===== config.mk =====
export PLATFORM = sky130hd
export DESIGN_NAME = fadd_hp_operand_stage_flat
export DESIGN_NICKNAME = d
export VERILOG_FILES = /design/src/rtl/fadd_hp_operand_stage_if.sv /design/src/rtl/fadd_hp_operand_stage.sv /design/src/flat_wrapper.sv
export SDC_FILE = /design/constraint.sdc
export NUM_CORES = 1
export LEC_CHECK = 0
export CORE_AREA = 2 2 102 104
export CTS_CLUSTER_SIZE = 10
export DETAILED_ROUTE_END_ITERATION = 16
export DIE_AREA = 0 0 104 106
export DONT_BUFFER_PORTS = 1
export PLACE_DENSITY_LB_ADDON = 0.1
export SYNTH_ARGS = -nofsm -noshare
export SYNTH_HDL_FRONTEND = slang
export SYNTH_SLANG_ARGS = --single-unit
export TNS_END_PERCENT = 100

===== constraint.sdc =====
create_clock -name clk -period 3.45 [get_ports clk]
set_clock_uncertainty 0.05 [all_clocks]
set_input_delay 0.69 -clock clk [delete_from_list [all_inputs] [get_ports clk]]
set_output_delay 0.69 -clock clk [all_outputs]
set_load 0.02 [all_outputs]

===== src/rtl/fadd_hp_operand_stage_if.sv =====
// Operand-issue handshake bundle: producer side (in_*) and the
// head-of-FIFO side (out_*) presented to the half-precision adder.
interface fadd_hp_operand_stage_if;
    logic        in_valid;
    logic        in_ready;
    logic        in_add;
    logic [16:1] in_a;
    logic [16:1] in_b;

    logic        out_valid;
    logic        out_ready;
    logic        out_add;
    logic        out_Sign_1;
    logic [5:1]  out_Exponent_1;
    logic [10:1] out_Mantissa_1;
    logic        out_Sign_2;
    logic [5:1]  out_Exponent_2;
    logic [10:1] out_Mantissa_2;
    logic        out_special;
    logic [16:1] out_special_result;

    // Driver of operand pairs and consumer of the head entry.
    modport master (
        output in_valid, in_add, in_a, in_b, out_ready,
        input  in_ready, out_valid, out_add,
               out_Sign_1, out_Exponent_1, out_Mantissa_1,
               out_Sign_2, out_Exponent_2, out_Mantissa_2,
               out_special, out_special_result
    );

    // The operand stage itself.
    modport slave (
        input  in_valid, in_add, in_a, in_b, out_ready,
        output in_ready, out_valid, out_add,
               out_Sign_1, out_Exponent_1, out_Mantissa_1,
               out_Sign_2, out_Exponent_2, out_Mantissa_2,
               out_special, out_special_result
    );
endinterface


===== src/rtl/fadd_hp_operand_stage.sv =====
// Half-precision adder operand stage: classifies each incoming operand pair,
// resolves zero/denormal/inf/NaN cases into a predetermined result, and
// buffers pairs in a DEPTH-entry circular FIFO whose head feeds the adder.
module fadd_hp_operand_stage #(
    parameter int unsigned DEPTH = 2
) (
    input  logic                    clk,
    input  logic                    reset,
    fadd_hp_operand_stage_if.slave  bus,
    output logic [$clog2(DEPTH):0]  count,
    output logic [8:1]              special_count
);

    localparam int unsigned AW = $clog2(DEPTH);
    localparam int unsigned CW = AW + 1;
    localparam logic [CW-1:0] FULL_CNT = CW'(DEPTH);

    typedef struct packed {
        logic        add;
        logic [16:1] a;
        logic [16:1] b;
        logic        special;
        logic [16:1] result;
    } entry_t;

    entry_t          mem_q [DEPTH];
    logic [AW-1:0]   wr_ptr_q, wr_ptr_d;
    logic [AW-1:0]   rd_ptr_q, rd_ptr_d;
    logic [CW-1:0]   count_q, count_d;
    logic [8:1]      spc_q, spc_d;

    logic            full;
    logic            push;
    logic            pop;
    entry_t          in_entry;
    entry_t          head;

    // Operand classification fields
    logic            sa, sb_eff;
    logic            a_zero, a_inf, a_nan;
    logic            b_zero, b_inf, b_nan;

    assign full         = (count_q == FULL_CNT);
    assign bus.in_ready = !full;
    assign bus.out_valid = (count_q != '0);
    assign push         = bus.in_valid && !full;
    assign pop          = bus.out_valid && bus.out_ready;

    // Classify both operands and resolve the special-case result for the incoming pair.
    // Denormals are folded into the zero class (exp == 0) so the flush happens before any rule.
    always_comb begin
        sa     = bus.in_a[16];
        sb_eff = bus.in_b[16] ^ ~bus.in_add;

        a_zero = (bus.in_a[15:11] == 5'd0);
        a_inf  = (bus.in_a[15:11] == 5'h1F) && (bus.in_a[10:1] == '0);
        a_nan  = (bus.in_a[15:11] == 5'h1F) && (bus.in_a[10:1] != '0);
        b_zero = (bus.in_b[15:11] == 5'd0);
        b_inf  = (bus.in_b[15:11] == 5'h1F) && (bus.in_b[10:1] == '0);
        b_nan  = (bus.in_b[15:11] == 5'h1F) && (bus.in_b[10:1] != '0);

        in_entry         = '0;
        in_entry.add     = bus.in_add;
        in_entry.a       = bus.in_a;
        in_entry.b       = bus.in_b;
        in_entry.special = 1'b1;

        if (a_nan || b_nan) begin
            in_entry.result = 16'h7E00;
        end else if (a_inf && b_inf && (sa != sb_eff)) begin
            in_entry.result = 16'h7E00;
        end else if (a_inf) begin
            in_entry.result = {sa, 15'h7C00};
        end else if (b_inf) begin
            in_entry.result = {sb_eff, 15'h7C00};
        end else if (a_zero && b_zero) begin
            in_entry.result = {sa & sb_eff, 15'h0000};
        end else if (a_zero) begin
            in_entry.result = {sb_eff, bus.in_b[15:1]};
        end else if (b_zero) begin
            in_entry.result = bus.in_a;
        end else begin
            in_entry.special = 1'b0;
            in_entry.result  = '0;
        end
    end

    // Next-state for pointers, occupancy and the saturating special counter.
    always_comb begin
        wr_ptr_d = wr_ptr_q;
        rd_ptr_d = rd_ptr_q;
        count_d  = count_q;
        spc_d    = spc_q;

        if (push) begin
            wr_ptr_d = wr_ptr_q + AW'(1);
        end
        if (pop) begin
            rd_ptr_d = rd_ptr_q + AW'(1);
        end

        case ({push, pop})
            2'b10:   count_d = count_q + CW'(1);
            2'b01:   count_d = count_q - CW'(1);
            default: count_d = count_q;
        endcase

        if (push && in_entry.special && (spc_q != 8'hFF)) begin
            spc_d = spc_q + 8'd1;
        end
    end

    // Control registers with asynchronous clear.
    always_ff @(posedge clk or posedge reset) begin
        if (reset) begin
            wr_ptr_q <= '0;
            rd_ptr_q <= '0;
            count_q  <= '0;
            spc_q    <= '0;
        end else begin
            wr_ptr_q <= wr_ptr_d;
            rd_ptr_q <= rd_ptr_d;
            count_q  <= count_d;
            spc_q    <= spc_d;
        end
    end

    // Entry storage; written at the write pointer on every accepted push.
    always_ff @(posedge clk or posedge reset) begin
        if (reset) begin
            for (int unsigned i = 0; i < DEPTH; i++) begin
                mem_q[i] <= '0;
            end
        end else if (push) begin
            mem_q[wr_ptr_q] <= in_entry;
        end
    end

    // Head presentation; forced to zero while empty so stale slots never leak out.
    always_comb begin
        head = '0;
        if (bus.out_valid) begin
            head = mem_q[rd_ptr_q];
        end
    end

    assign bus.out_add            = head.add;
    assign bus.out_Sign_1         = head.a[16];
    assign bus.out_Exponent_1     = head.a[15:11];
    assign bus.out_Mantissa_1     = head.a[10:1];
    assign bus.out_Sign_2         = head.b[16];
    assign bus.out_Exponent_2     = head.b[15:11];
    assign bus.out_Mantissa_2     = head.b[10:1];
    assign bus.out_special        = head.special;
    assign bus.out_special_result = head.result;

    assign count         = count_q;
    assign special_count = spc_q;

endmodule


===== src/flat_wrapper.sv =====
// flat-port wrapper written by rule: the top's interface ports become plain ports
module fadd_hp_operand_stage_flat 
#(
    parameter int unsigned DEPTH = 2
)
  (clk, reset, count, special_count, bus_in_valid, bus_in_add, bus_in_a, bus_in_b, bus_out_ready, bus_in_ready, bus_out_valid, bus_out_add, bus_out_Sign_1, bus_out_Exponent_1, bus_out_Mantissa_1, bus_out_Sign_2, bus_out_Exponent_2, bus_out_Mantissa_2, bus_out_special, bus_out_special_result);
  fadd_hp_operand_stage_if bus_i ();
  input  logic clk;
  input  logic reset;
  output logic [$clog2(DEPTH):0] count;
  output logic [8:1] special_count;
  input wire logic [$bits(bus_i.in_valid)-1:0] bus_in_valid;
  input wire logic [$bits(bus_i.in_add)-1:0] bus_in_add;
  input wire logic [$bits(bus_i.in_a)-1:0] bus_in_a;
  input wire logic [$bits(bus_i.in_b)-1:0] bus_in_b;
  input wire logic [$bits(bus_i.out_ready)-1:0] bus_out_ready;
  output wire logic [$bits(bus_i.in_ready)-1:0] bus_in_ready;
  output wire logic [$bits(bus_i.out_valid)-1:0] bus_out_valid;
  output wire logic [$bits(bus_i.out_add)-1:0] bus_out_add;
  output wire logic [$bits(bus_i.out_Sign_1)-1:0] bus_out_Sign_1;
  output wire logic [$bits(bus_i.out_Exponent_1)-1:0] bus_out_Exponent_1;
  output wire logic [$bits(bus_i.out_Mantissa_1)-1:0] bus_out_Mantissa_1;
  output wire logic [$bits(bus_i.out_Sign_2)-1:0] bus_out_Sign_2;
  output wire logic [$bits(bus_i.out_Exponent_2)-1:0] bus_out_Exponent_2;
  output wire logic [$bits(bus_i.out_Mantissa_2)-1:0] bus_out_Mantissa_2;
  output wire logic [$bits(bus_i.out_special)-1:0] bus_out_special;
  output wire logic [$bits(bus_i.out_special_result)-1:0] bus_out_special_result;
  assign bus_i.in_valid = bus_in_valid;
  assign bus_i.in_add = bus_in_add;
  assign bus_i.in_a = bus_in_a;
  assign bus_i.in_b = bus_in_b;
  assign bus_i.out_ready = bus_out_ready;
  assign bus_in_ready = bus_i.in_ready;
  assign bus_out_valid = bus_i.out_valid;
  assign bus_out_add = bus_i.out_add;
  assign bus_out_Sign_1 = bus_i.out_Sign_1;
  assign bus_out_Exponent_1 = bus_i.out_Exponent_1;
  assign bus_out_Mantissa_1 = bus_i.out_Mantissa_1;
  assign bus_out_Sign_2 = bus_i.out_Sign_2;
  assign bus_out_Exponent_2 = bus_i.out_Exponent_2;
  assign bus_out_Mantissa_2 = bus_i.out_Mantissa_2;
  assign bus_out_special = bus_i.out_special;
  assign bus_out_special_result = bus_i.out_special_result;
  fadd_hp_operand_stage #(.DEPTH(DEPTH)) u_core (.clk(clk), .reset(reset), .bus(bus_i), .count(count), .special_count(special_count));
endmodule

==> out/summary.txt, run 1 <==
depth of the CTS H-tree: 3
CTS Sinks: 112
f_max: 359 MHz
Initial Util: 0.550
worst hold path type: primary input to asynchronous set/reset pin
status: complete, no violations
DR WL/cell: 19.5 um
Layout area overhead: 6.65%
share of layout cells above drive strength 1: 0.289
post-route DRC violation count: 0
Syn Inst Count: 462
# diodes: 0
Reg area: 2800 um2
Post-CTS Hold Buffers: 0
Setup CP Type: register to output pin
power per cell area: 905 nW/um2
CP Launch Type: register
Via density: 5.79
core area: 10000 um2
Max IR drop VDD: 0.000484 V
Syn Std Cell Area: 5500 um2
global placement routability congestion: 0.770
setup_tns: 0 ns
Die Ht: 106 um
Site Rows: 37
Post-synth EDFFs: 0
worst r2r path cells: 6
Critical R2R Launch: u_core.count[0]
Clock Tree Buf Depth: 2
total vias in the final route: 3,458
1st-iter DRT viols: 211
Worst Max-Slew Pin Slew: 0.892 ns
Critical Path AT: 2.05 ns
# fillers: 854
#FFs+latches synth: 112
die footprint: 11,000 um2
gr ovfl total: 0
P_leak: 2.64 nW
Worst Path Required: 2.71 ns
Pre-Repair DR Iteration Count: 4
DP Worst Slack: 1.00 ns
total CTS buffers: 9
Final HPWL DP: 8090 um
first-pass GRT wire length: 19,000 um
RSZ-0062 raised after global routing: no
sequential share of the synthesized area: 0.510
relative slew slack: 0.401
post-cts resize count: 0
Syn. warnings: 0
Final WS setup: 0.665 ns
Synth async-reset ratio: 1.00
Final setup viols: 0
period utilization: 0.807
Clock transition at path regs: 0.10 ns
max-cap viol count: 0
Tmin final: 2.79 ns
Clock Latency Late Sink: 0.37 ns
post-CTS setup buffer count: 0
commonest register cell after synthesis: dfrtp_1
CTS tree: yes
Worst R2R End: u_core.count[1]
Die W: 104 um
Synthesized Nets: 502
number of global-route vias before repair: 3,520
Multi-input gate area: 2560 um2
Mean Syn Cell Area: 11.9 um2
# IOs: 99
Fin. Hold Viols: 0
Final ANT Viol Nets: 0
pin count of the biggest net entering global routing: 58
Crit Path Max Fanout: 28
Total Wirelength: 11,600 um
clock root buffer: clkbuf_8
Hold WS: 0.259 ns
GRT Resource Usage Total: 0.220
antenna violations before repair: 0
Final Slew Violations: 0
Port Buffers: 0
Synth cell types: 40
reg-to-reg slack, setup: 1.09 ns
nets@finish: 496
CP Capture Type: output pin
==> how the worst max path moves through the flow <==
stage,start,to,slack (ns),depth (start not counted)
global placement,bus_in_a[10],u_core.special_count[2],1.08,6
detailed placement,bus_in_a[10],u_core.special_count[2],1.00,6
finish,u_core.count[0],bus_out_special_result[9],0.66,3
global route,u_core.count[0],bus_out_Exponent_2[1],0.53,3
CTS,u_core.count[0],bus_out_Exponent_2[1],0.62,3
floorplan,bus_in_b[7],u_core.mem_q[59],1.30,4
==> state kept, by name, indices dropped and copies added (netlist names) <==
signal	count
u_core.mem_q	100
u_core.rd_ptr_q	1
u_core.count	2
u_core.wr_ptr_q	1
u_core.special_count	8
==> stage by stage <==
| stage | instance area, um2 | std cells | power, mW | util |
|---|---|---|---|---|
| after floorplan | 5500 | 462 | 4.13 | - |
| after global placement | 5660 | 581 | 4.50 | 0.566 |
| after detailed placement | 5660 | 581 | 4.57 | 0.566 |
| after CTS | 5860 | 597 | 5.37 | 0.586 |
| after global routing | 5860 | 597 | 5.65 | 0.586 |
| final | 5860 | 597 | 5.31 | 0.586 |
==> worst max-delay path, cell delays in order, from the launching register on <==
cell and delay [ns]:
dfrtp_1 0.53, nor2_4 0.52, buf_4 0.40, nor2_1 0.19
==> layer usage <==
layer / global-route usage / vias up / wire (um)
met5: 0 / - / 0
met4: 0.0830 / 0 / 219
met3: 0.0490 / 16 / 605
met2: 0.349 / 85 / 5510
met1: 0.300 / 1750 / 5290
li1: - / 1607 / -
==> cell usage after synthesis, drive strengths merged (6+ instances only) <==
cell type	count	area share
clkbuf	9	0.0061
xor2	8	0.013
o21ai	7	0.0064
nand2	14	0.0096
buf	18	0.020
nand3	26	0.025
dfrtp	112	0.51
a21oi	10	0.0091
mux2i	50	0.091
nor2	69	0.047
nor4	6	0.012
mux2	92	0.19
==> power by group <==
| part | switching (mW) | leakage (nW) | internal, mW |
|---|---|---|---|
| sequential | 0.358 | 1.39 | 1.84 |
| clock | 0.424 | 0.103 | 0.375 |
| combinational | 1.39 | 1.15 | 0.930 |
==> cell families after synthesis <==
family / after synthesis / share of synthesized area
xor gates and xnor gates: 13 / 0.0207
muxes: 142 / 0.279
DFF: 112 / 0.510
AOI/OAI and AO/OA: 26 / 0.0321
buffers and inverters: 31 / 0.0284
and+or+nand+nor: 135 / 0.123
adders and majority gates: 3 / 0.00683
==> placed cells by master, fill, tap and decap left out, types with 2 or more instances in the layout <==
cell	Yosys	final
clkbuf_1	9	2
or3_1	2	2
o21ai_0	6	6
ha_1	3	3
inv_1	4	3
nand2b_1	2	2
or4_1	2	2
nand3_2	2	3
nor4_2	2	2
nand2_1	14	14
nand3_1	24	23
nor3_2	2	2
xnor2_1	5	5
a21oi_1	10	10
nor2_1	69	67
mux2_2	92	92
clkbuf_8	0	11
buf_12	0	3
or3_4	2	2
dfrtp_1	112	111
clkinv_2	0	2
buf_4	2	7
xor2_1	8	8
mux2i_1	50	50
nor2_4	0	2
o31ai_1	5	5
nor3_1	3	3
nor4_1	3	3
==> final cells by class <==
class | count | area share
inverter | 4 | 0.00320
multi-input combinational | 319 | 0.436
clock buffer | 13 | 0.0271
tap | 136 | 0.0290
sequential | 112 | 0.478
clock inverter | 3 | 0.00683
timing repair buffer | 10 | 0.0192
(Power assumes the default switching activity.)
==> run 2, diff against run 1 <==
--- a/config.mk
+++ b/config.mk
@@ -5,10 +5,10 @@
 export SDC_FILE = /design/constraint.sdc
 export NUM_CORES = 1
 export LEC_CHECK = 0
-export CORE_AREA = 2 2 102 104
+export CORE_AREA = 2 2 97 99
 export CTS_CLUSTER_SIZE = 10
 export DETAILED_ROUTE_END_ITERATION = 16
-export DIE_AREA = 0 0 104 106
+export DIE_AREA = 0 0 99 101
 export DONT_BUFFER_PORTS = 1
 export PLACE_DENSITY_LB_ADDON = 0.1
 export SYNTH_ARGS = -nofsm -noshare
==> constraint.sdc (replaced) <==
create_clock -name clk -period 2.8 [get_ports clk]
set_clock_uncertainty 0.05 [all_clocks]
set_input_delay 0.56 -clock clk [delete_from_list [all_inputs] [get_ports clk]]
set_output_delay 0.56 -clock clk [all_outputs]
set_load 0.02 [all_outputs]
==> out/summary.txt, run 2 (synthesis gave the netlist of run 1 again) <==
status: complete, no violations
most common library cell in the layout ignoring fill and taps: dfrtp_1
# diodes: 0
total vias in the final route: 3,499
Clock Latency Late Sink: 0.37 ns
clock root buffer: clkbuf_8
CP Capture Type: output pin
Site Rows: 35
Slowest cell on crit path: dfrtp_2
Via density: 6.07
Biggest register: u_core.mem_q
Final setup viols: 0
P_leak: 2.66 nW
worst hold path type: primary input to asynchronous set/reset pin
commonest non-fill, non-tap cells in the layout: dfrtp_1, mux2_2, nor2_1
CTS Sinks: 112
Fin. Hold Viols: 0
Clock Tree Buf Depth: 2
Final Slew Violations: 0
GRT Resource Usage Total: 0.239
period utilization: 0.892
max reg flops: 100
RSZ-0062 raised after global routing: no
Clock transition at path regs: 0.11 ns
Tmin final: 2.50 ns
# IOs: 99
Die W: 99 um
Initial Util: 0.612
antenna violations before repair: 0
Pre-Repair DR Iteration Count: 4
power per cell area: 1110 nW/um2
Setup CP Type: register to output pin
Critical Path, Cell by Cell: buf_12 -> mux2i_1 -> nor2_1
Critical R2R Launch: u_core.count[0]
die footprint: 10000 um2
depth of the CTS H-tree: 3
Final WS setup: 0.301 ns
core area: 8980 um2
share of layout cells above drive strength 1: 0.297
Multi-input gate area: 2560 um2
Layout area overhead: 6.87%
post-CTS setup buffer count: 0
CTS tree: yes
Post-CTS Hold Buffers: 0
DR WL/cell: 19.8 um
Crit Path Max Fanout: 26
total CTS buffers: 9
reg-to-reg slack, setup: 0.44 ns
relative slew slack: 0.559
Max IR drop VDD: 0.000589 V
worst setup path startpoint: u_core.rd_ptr_q
Critical Path AT: 1.89 ns
Worst Path Required: 2.19 ns
# fillers: 694
crit-path max cell delay: 0.75 ns
first-pass GRT wire length: 18,600 um
setup_tns: 0 ns
Total Wirelength: 11,400 um
worst r2r path cells: 5
post-route DRC violation count: 0
1st-iter DRT viols: 119
nets@finish: 500
Port Buffers: 0
max-cap viol count: 0
DP Worst Slack: 0.473 ns
f_max: 400 MHz
CP Launch Type: register
Final ANT Viol Nets: 0
post-cts resize count: 0
Die Ht: 101 um
pin count of the biggest net entering global routing: 113
Worst Max-Slew Pin Slew: 0.656 ns
gr ovfl total: 0
Worst R2R End: u_core.mem_q[51]
Final HPWL DP: 8210 um
global placement routability congestion: 0.897
Reg area: 2800 um2
number of global-route vias before repair: 3,581
## run 2: changes by cell type in the layout (fill, tap and decap cells not counted)
cell / before / now
buf_4: 7 / 8
clkbuf_8: 11 / 10
clkinv_4: 0 / 1
bufinv_16: 1 / 0
clkinvlp_4: 1 / 3
buf_12: 3 / 6
clkbuf_1: 2 / 1
## run 2: power breakdown
| part | switching [mW] | internal (mW) |
|---|---|---|
| registers | 0.484 | 2.26 |
| clock network | 0.537 | 0.348 |
| logic | 1.66 | 1.21 |
| total | 2.68 | 3.82 |
## run 2: area by class of cell
type	instances	share of cell area
Clock inverter	5	0.00575
Sequential cell	112	0.477
Clock buffer	11	0.0241
Multi-Input combinational cell	319	0.435
Tap cell	111	0.0236
Inverter	4	0.00319
Timing Repair Buffer	14	0.0307
## run 2: how the worst max path moves through the flow
stage | to | slack [ns] | cells past startpoint
final | bus_out_special_result[14] | 0.30 | 3
after global routing | bus_out_special_result[12] | 0.18 | 3
after CTS | bus_out_special_result[9] | 0.27 | 3
after detailed placement | u_core.mem_q[91] | 0.47 | 5
after global placement | u_core.mem_q[50] | 0.52 | 5
after floorplan | u_core.mem_q[59] | 0.78 | 4
## run 2: stage by stage
step | hold WS (ns) | utilization | cells | area, um2 | power (mW)
after CTS | 0.200 | 0.654 | 576 | 5880 | 6.55
after detailed placement | 0.419 | 0.635 | 560 | 5700 | 5.69
after global placement | 0.410 | 0.635 | 560 | 5700 | 5.59
final | 0.170 | 0.654 | 576 | 5880 | 6.50
after floorplan | 0.398 | - | 462 | 5500 | 5.09
after global routing | 0.221 | 0.654 | 576 | 5880 | 6.90
## run 2: critical path, delay by kind of cell, from the launching register on
kind,cells,cell delay [ns]
buffers and inverters,1,0.30
muxes,1,0.12
and+or+nand+nor,1,0.32
DFF,1,0.75
## run 2: routing by layer
| layer | vias up | routed length, um | GRT usage |
|---|---|---|---|
| met4 | 0 | 189 | 0.0854 |
| met5 | - | 0 | 0 |
| met3 | 16 | 598 | 0.0534 |
| met2 | 74 | 5650 | 0.392 |
| met1 | 1793 | 4980 | 0.314 |
| li1 | 1616 | - | - |
==> variant 1 (flow settings as in run 2) <==
Register the output `special_count` once more, without a reset; this adds one clock of latency there. The other outputs are not delayed to match.
--- a/src/rtl/fadd_hp_operand_stage.sv
+++ b/src/rtl/fadd_hp_operand_stage.sv
@@ -155,7 +155,9 @@
     assign bus.out_special_result = head.result;
 
     assign count         = count_q;
-    assign special_count = spc_q;
+    always_ff @(posedge clk) begin
+        special_count <= spc_q;
+    end
 
 endmodule
 
Check against the original RTL: not equivalent (Yosys sat finds a counterexample within 4 cycles, from zero or initial values and one cycle with reset high).
==> variant 1 against run 2 <==
First-iteration DRC count up 56%. Global-route usage up 2.0 points. Routed wire length up 8.9%. Utilization up 5.3 points. Setup slack better by 37 ps. Design area up 8.1%. Sequential cell count up 8. Synthesized cell count up 3.7%. Power up 22%. Area after synthesis up 2.2%. Critical endpoint is now bus_out_Exponent_1[4].
==> variant 1: results (changes against run 2) <==
grt_max_degree: 113  # unchanged
arrival_ps: 1850  # was 1890 ps
max_stage_delay_ps: 520  # was 750 ps
grt_use_total_pct: 25.83  # was 23.87%
worst-slew-pin-transition_ps: 789.4  # was 656.0 ps
numCtsBuffers: 17  # was 9
vias: 3715  # was 3499
gp_congestion: 0.8911  # was 0.8968
pre_cts_ws_ps: 559.0  # was 472.5 ps
crit_slowest_cell: "dfrtp_2"  # unchanged
htree_levels: 4  # was 3
postCtsSetupBuffers: 0  # unchanged
firstDrtPassIters: 5  # was 4
ys_seq_area_share_pct: 52.72  # was 50.98%
wire_per_inst_um: 20.59  # was 19.83 um
clk_pin_slew_worst_paths_ps: 60  # was 110 ps
cts_root_buf: "clkbuf_8"  # unchanged
r2r_cells: 5  # unchanged
ys_async_sr_fraction_pct: 93.33  # was 100.0%
layout.nets: 520  # was 500
grt_pass1_wl_um: 19750  # was 18630 um
grt.met1_usage_pct: 34.45  # was 31.41%
clk_latency_ps: 510  # was 370 ps
use_met3_pct: 9.154  # was 5.340%
grt_util_met2_pct: 41.06  # was 39.24%
status: "finished clean"  # unchanged
hpwl_um: 8352  # was 8209 um
yosys-top-cells-count: "112 x dfrtp_1, 76 x mux2_2, 75 x nor2_1, 51 x mux2i_1, 29 x nand2_1"  # was 112 x dfrtp_1, 92 x mux2_2, 69 x nor2_1, 50 x mux2i_1, 24 x nand3_1
cts_buffer_depth: 2  # unchanged
synth.area.top_cells: "dfrtp_1 50%, mux2_2 15%, mux2i_1 9.1%"  # was dfrtp_1 51%, mux2_2 19%, mux2i_1 9.1%
yosys_warnings: 0  # unchanged
ir_drop_mv: 0.7142  # was 0.5891 mV
drive_gt1_share_pct: 26.98  # was 29.68%
reg.largest.list: "u_core.mem_q: 100 flops, u_core.spc_q: 8 flops, u_core.special_count: 8 flops"
synth_top_cell_by_area: "dfrtp_1"  # unchanged
hold_class: "input port to async pin"  # unchanged
antennaDiodeCount: 0  # unchanged
cp_max_fo: 15  # was 26
largest_register: "u_core.mem_q"  # unchanged
internal_power_mw: 4.943  # was 3.822 mW
io_buffers: 0  # unchanged
cts_resized: 0  # unchanged
synth_cell_types: 44  # was 40
p_leak_nw: 2.875  # was 2.656 nW
first_iter_violations: 186  # was 119
antenna_found_initial: 0  # unchanged
## variant 1: critical path, delay by kind of cell (launching register included)
kind	cells	cell delay [ps]
DFF	1	520
buffers and inverters	1	340
and+or+nand+nor	1	330
muxes	1	140
## variant 1: power by group through the flow
stage	Clock [mW]	Combinational, mW	Sequential (mW)
detailed placement	0	2.93	2.91
global placement	0	2.87	2.87
global route	2.24	3.15	2.98
CTS	2.17	2.95	2.89
floorplan	0	2.54	2.74
finish	2.14	2.91	2.90
## variant 1: cell type report
type                            instances  area, um^2
Timing Repair Buffer                   10       112.6
Clock inverter                         12       151.4
Multi-Input combinational cell        328        2532
Tap cell                              111       138.9
Sequential cell                       120        2964
Fill cell                             618        2628
Inverter                                3       15.01
Clock buffer                           20       435.4
## variant 1: per-stage QoR
step                      area (um^2)  hold WS, ps  util, %  instances
final                            6350        9.627    70.73        604
after global routing             6350        100.8    70.73        604
after CTS                        6350        68.35    70.73        604
after detailed placement         5763        315.5    64.20        572
after global placement           5763        304.9    64.20        572
after floorplan                  5624        297.2        -        479
## variant 1: cells by family after synthesis
logic type / Yosys count / share of synthesized area, %
simple gates: 137 / 11.51
mux: 127 / 24.31
flops: 120 / 52.72
compound gates: 48 / 6.300
buf+inv: 31 / 2.471
xor+xnor: 13 / 2.026
fa+ha+maj: 3 / 0.6679
## variant 1: routing by layer
layer  up-vias  wire [um]
li1       1712          -
met1      1859       5421
met2       140       6087
met3         4        878
met4         0         48
met5         -          0
## variant 1: worst paths after layout
| check | from | to | slack (ps) |
|---|---|---|---|
| hold reg to reg | u_core.spc_q[6] | u_core.special_count[6] | 330 |
| setup reg to reg | u_core.count[0] | u_core.spc_q[2] | 530 |
| hold / removal | reset | u_core.mem_q[3] | 10 |
| setup / recovery | u_core.rd_ptr_q | bus_out_Exponent_1[4] | 340 |
| max in group asynchronous | reset | u_core.mem_q[33] | 2170 |
| min in group clk | bus_in_add | u_core.mem_q[49] | 120 |
==> variant 2 (settings of run 2) <==
Made on the original files. Reset style: synchronous (`reset`), changed in 2 clocked blocks. Comments in the files are not updated.
--- a/src/rtl/fadd_hp_operand_stage.sv
+++ b/src/rtl/fadd_hp_operand_stage.sv
@@ -111,7 +111,7 @@
     end
 
     // Control registers with asynchronous clear.
-    always_ff @(posedge clk or posedge reset) begin
+    always_ff @(posedge clk) begin
         if (reset) begin
             wr_ptr_q <= '0;
             rd_ptr_q <= '0;
@@ -126,7 +126,7 @@
     end
 
     // Entry storage; written at the write pointer on every accepted push.
-    always_ff @(posedge clk or posedge reset) begin
+    always_ff @(posedge clk) begin
         if (reset) begin
             for (int unsigned i = 0; i < DEPTH; i++) begin
                 mem_q[i] <= '0;
Function: differs if reset is asserted again (counterexample within 4 cycles, from zero or initial values and one cycle with reset high); with reset held inactive, the same outputs for 4 cycles.
==> variant 2 against run 2 <==
Setup slack got worse by 110 ps. Area after synthesis is 3.0% lower. Routed wire length grew 8.8%. Design area rose by 3.5%. Via count increased by 2.9%. Power decreased by 11%. Sequential cell count up 1. Synthesized cell count fell by 1.5%. Largest cell class unchanged. Largest power group is now sequential cells. Highest routed layer unchanged.
==> variant 2: results (changes against run 2) <==
crit_family: "simple AND/OR/NAND/NOR gates"  # was flip-flops
final_area_um2: 6083  # was 5876 um^2
r2r_end: "u_core.mem_q[1][3]"  # was u_core.mem_q[51]
drt-total-wl_um: 12420  # was 11420 um
synth.area.top_cells: "edfxtp_1 56%, mux2i_1 9.6%, and2_1 7.2%"  # was dfrtp_1 51%, mux2_2 19%, mux2i_1 9.1%
grt_use_total_pct: 25.63  # was 23.87%
ys.flop_type: "edfxtp_1"  # was dfrtp_1
largest_register: "u_core.mem_q"  # unchanged
clk_pin_slew_worst_paths_ps: 60  # was 110 ps
synth_cell_types: 46  # was 40
grt_pass1_vias: 3657  # was 3581
rr_startpoint: "u_core.count[0]"  # unchanged
layout.nets: 503  # was 500
relSlewSlack_pct: 49.00  # was 55.94%
drive_gt1_share_pct: 11.37  # was 29.68%
gp_congestion: 0.8859  # was 0.8968
arrival_ps: 2000  # was 1890 ps
first_iter_violations: 334  # was 119
crit_slowest_cell: "nor2_2"  # was dfrtp_2
max_stage_delay_ps: 680  # was 750 ps
hold_slack_ps: 59.80  # was 169.8 ps
postPlaceCellArea_um2: 5525  # was 5700 um^2
hpwl_um: 7707  # was 8209 um
p_leak_nw: 2.185  # was 2.656 nW
grt_pass1_wl_um: 19040  # was 18630 um
ys_seq_area_share_pct: 61.16  # was 50.98%
pre_cts_ws_ps: -227.6  # was 472.5 ps
status: "finished clean"  # unchanged
hold_class: "input port to flop"  # was input port to async pin
cp_max_fo: 13  # was 26
yosys-top-cells-count: "100 x edfxtp_1, 100 x nor2_1, 61 x and2_1, 51 x mux2i_1, 15 x clkbuf_1"  # was 112 x dfrtp_1, 92 x mux2_2, 69 x nor2_1, 50 x mux2i_1, 24 x nand3_1
holdPathStages: 1
fillers: 668  # was 694
synth_edf_count: 100  # was 0
r2r_setup_slack_ps: 230  # was 440 ps
clk_latency_ps: 510  # was 370 ps
vias: 3599  # was 3499
firstDrtPassIters: 5  # was 4
cts_buffer_depth: 2  # unchanged
r2r_cells: 7  # was 5
ir_drop_mv: 0.8724  # was 0.5891 mV
numCtsBuffers: 17  # was 9
[variant 2: power breakdown]
| part | internal [mW] | leakage [nW] | total (mW) | switching, mW |
|---|---|---|---|---|
| sequential | 2.11 | 1.17 | 2.24 | 0.128 |
| clock | 1.25 | 0.268 | 1.97 | 0.724 |
| combinational | 0.428 | 0.749 | 1.55 | 1.12 |
| total | 3.78 | 2.18 | 5.76 | 1.97 |
[variant 2: worst reg2reg max path, cell delays in order (launching register included)]
cell and delay (ps):
dfxtp_1 560, buf_4 250, nand2b_1 260, nand2_1 140, nor3b_2 200, buf_4 360, nand3_1 380, nor2_1 220
[variant 2: cells by family (layout without fill, tap and decap cells)]
kind of cell / Yosys count / after routing / share of synthesized area (%)
buf+inv: 31 / 49 / 2.345
flops: 113 / 113 / 61.16
fa+ha+maj: 3 / 3 / 0.7036
simple gates: 215 / 217 / 20.50
xor+xnor: 5 / 5 / 0.8210
compound gates: 36 / 36 / 4.691
mux: 52 / 52 / 9.780
[variant 2: final cells by class]
cell class | count | area share [%]
flip-flops and latches | 113 | 53.66
clock buffers | 19 | 6.931
inverters | 7 | 0.4319
repair buffers | 11 | 1.974
multi-input cells | 313 | 32.76
well taps | 111 | 2.283
clock inverters | 12 | 1.954
[variant 2: how the worst max path moves through the flow]
stage / start / endpoint / slack (ps) / cells past startpoint
floorplan: u_core.count[0] / u_core.mem_q[0][0] / 170 / 5
finish: u_core.count[1] / bus_out_Sign_1 / 190 / 2
global route: u_core.count[0] / u_core.mem_q[1][8] / 40 / 7
CTS: u_core.count[1] / u_core.count[1] / 90 / 6
detailed placement: u_core.count[1] / u_core.count[1] / -230 / 6
global placement: u_core.count[1] / u_core.count[1] / -90 / 6
[variant 2: timing repair]
action | 4_1_cts | 5_1_grt
gates cloned | 1 | 1
endpoints found under the setup margin | 52 | 1
pin swaps | 1 | 1
resized for setup | 1 | 0
[variant 2: per-layer routing]
metal | GRT usage (%) | share of wire [%] | routed length (um) | vias to the layer above
li1 | - | - | - | 1651
met1 | 30.69 | 40 | 4924 | 1765
met2 | 42.36 | 49 | 6146 | 158
met3 | 9.709 | 8.6 | 1073 | 25
met4 | 9.694 | 2.2 | 279 | 0
met5 | 0 | 0 | 0 | -
[variant 2: metrics by stage]
step           std cells  total power, mW
6_report             586            5.756
5_1_grt              586            5.981
4_1_cts              585            5.754
3_5_place_dp         553            3.758
3_3_place_gp         553            3.713
2_1_floorplan        455            3.428
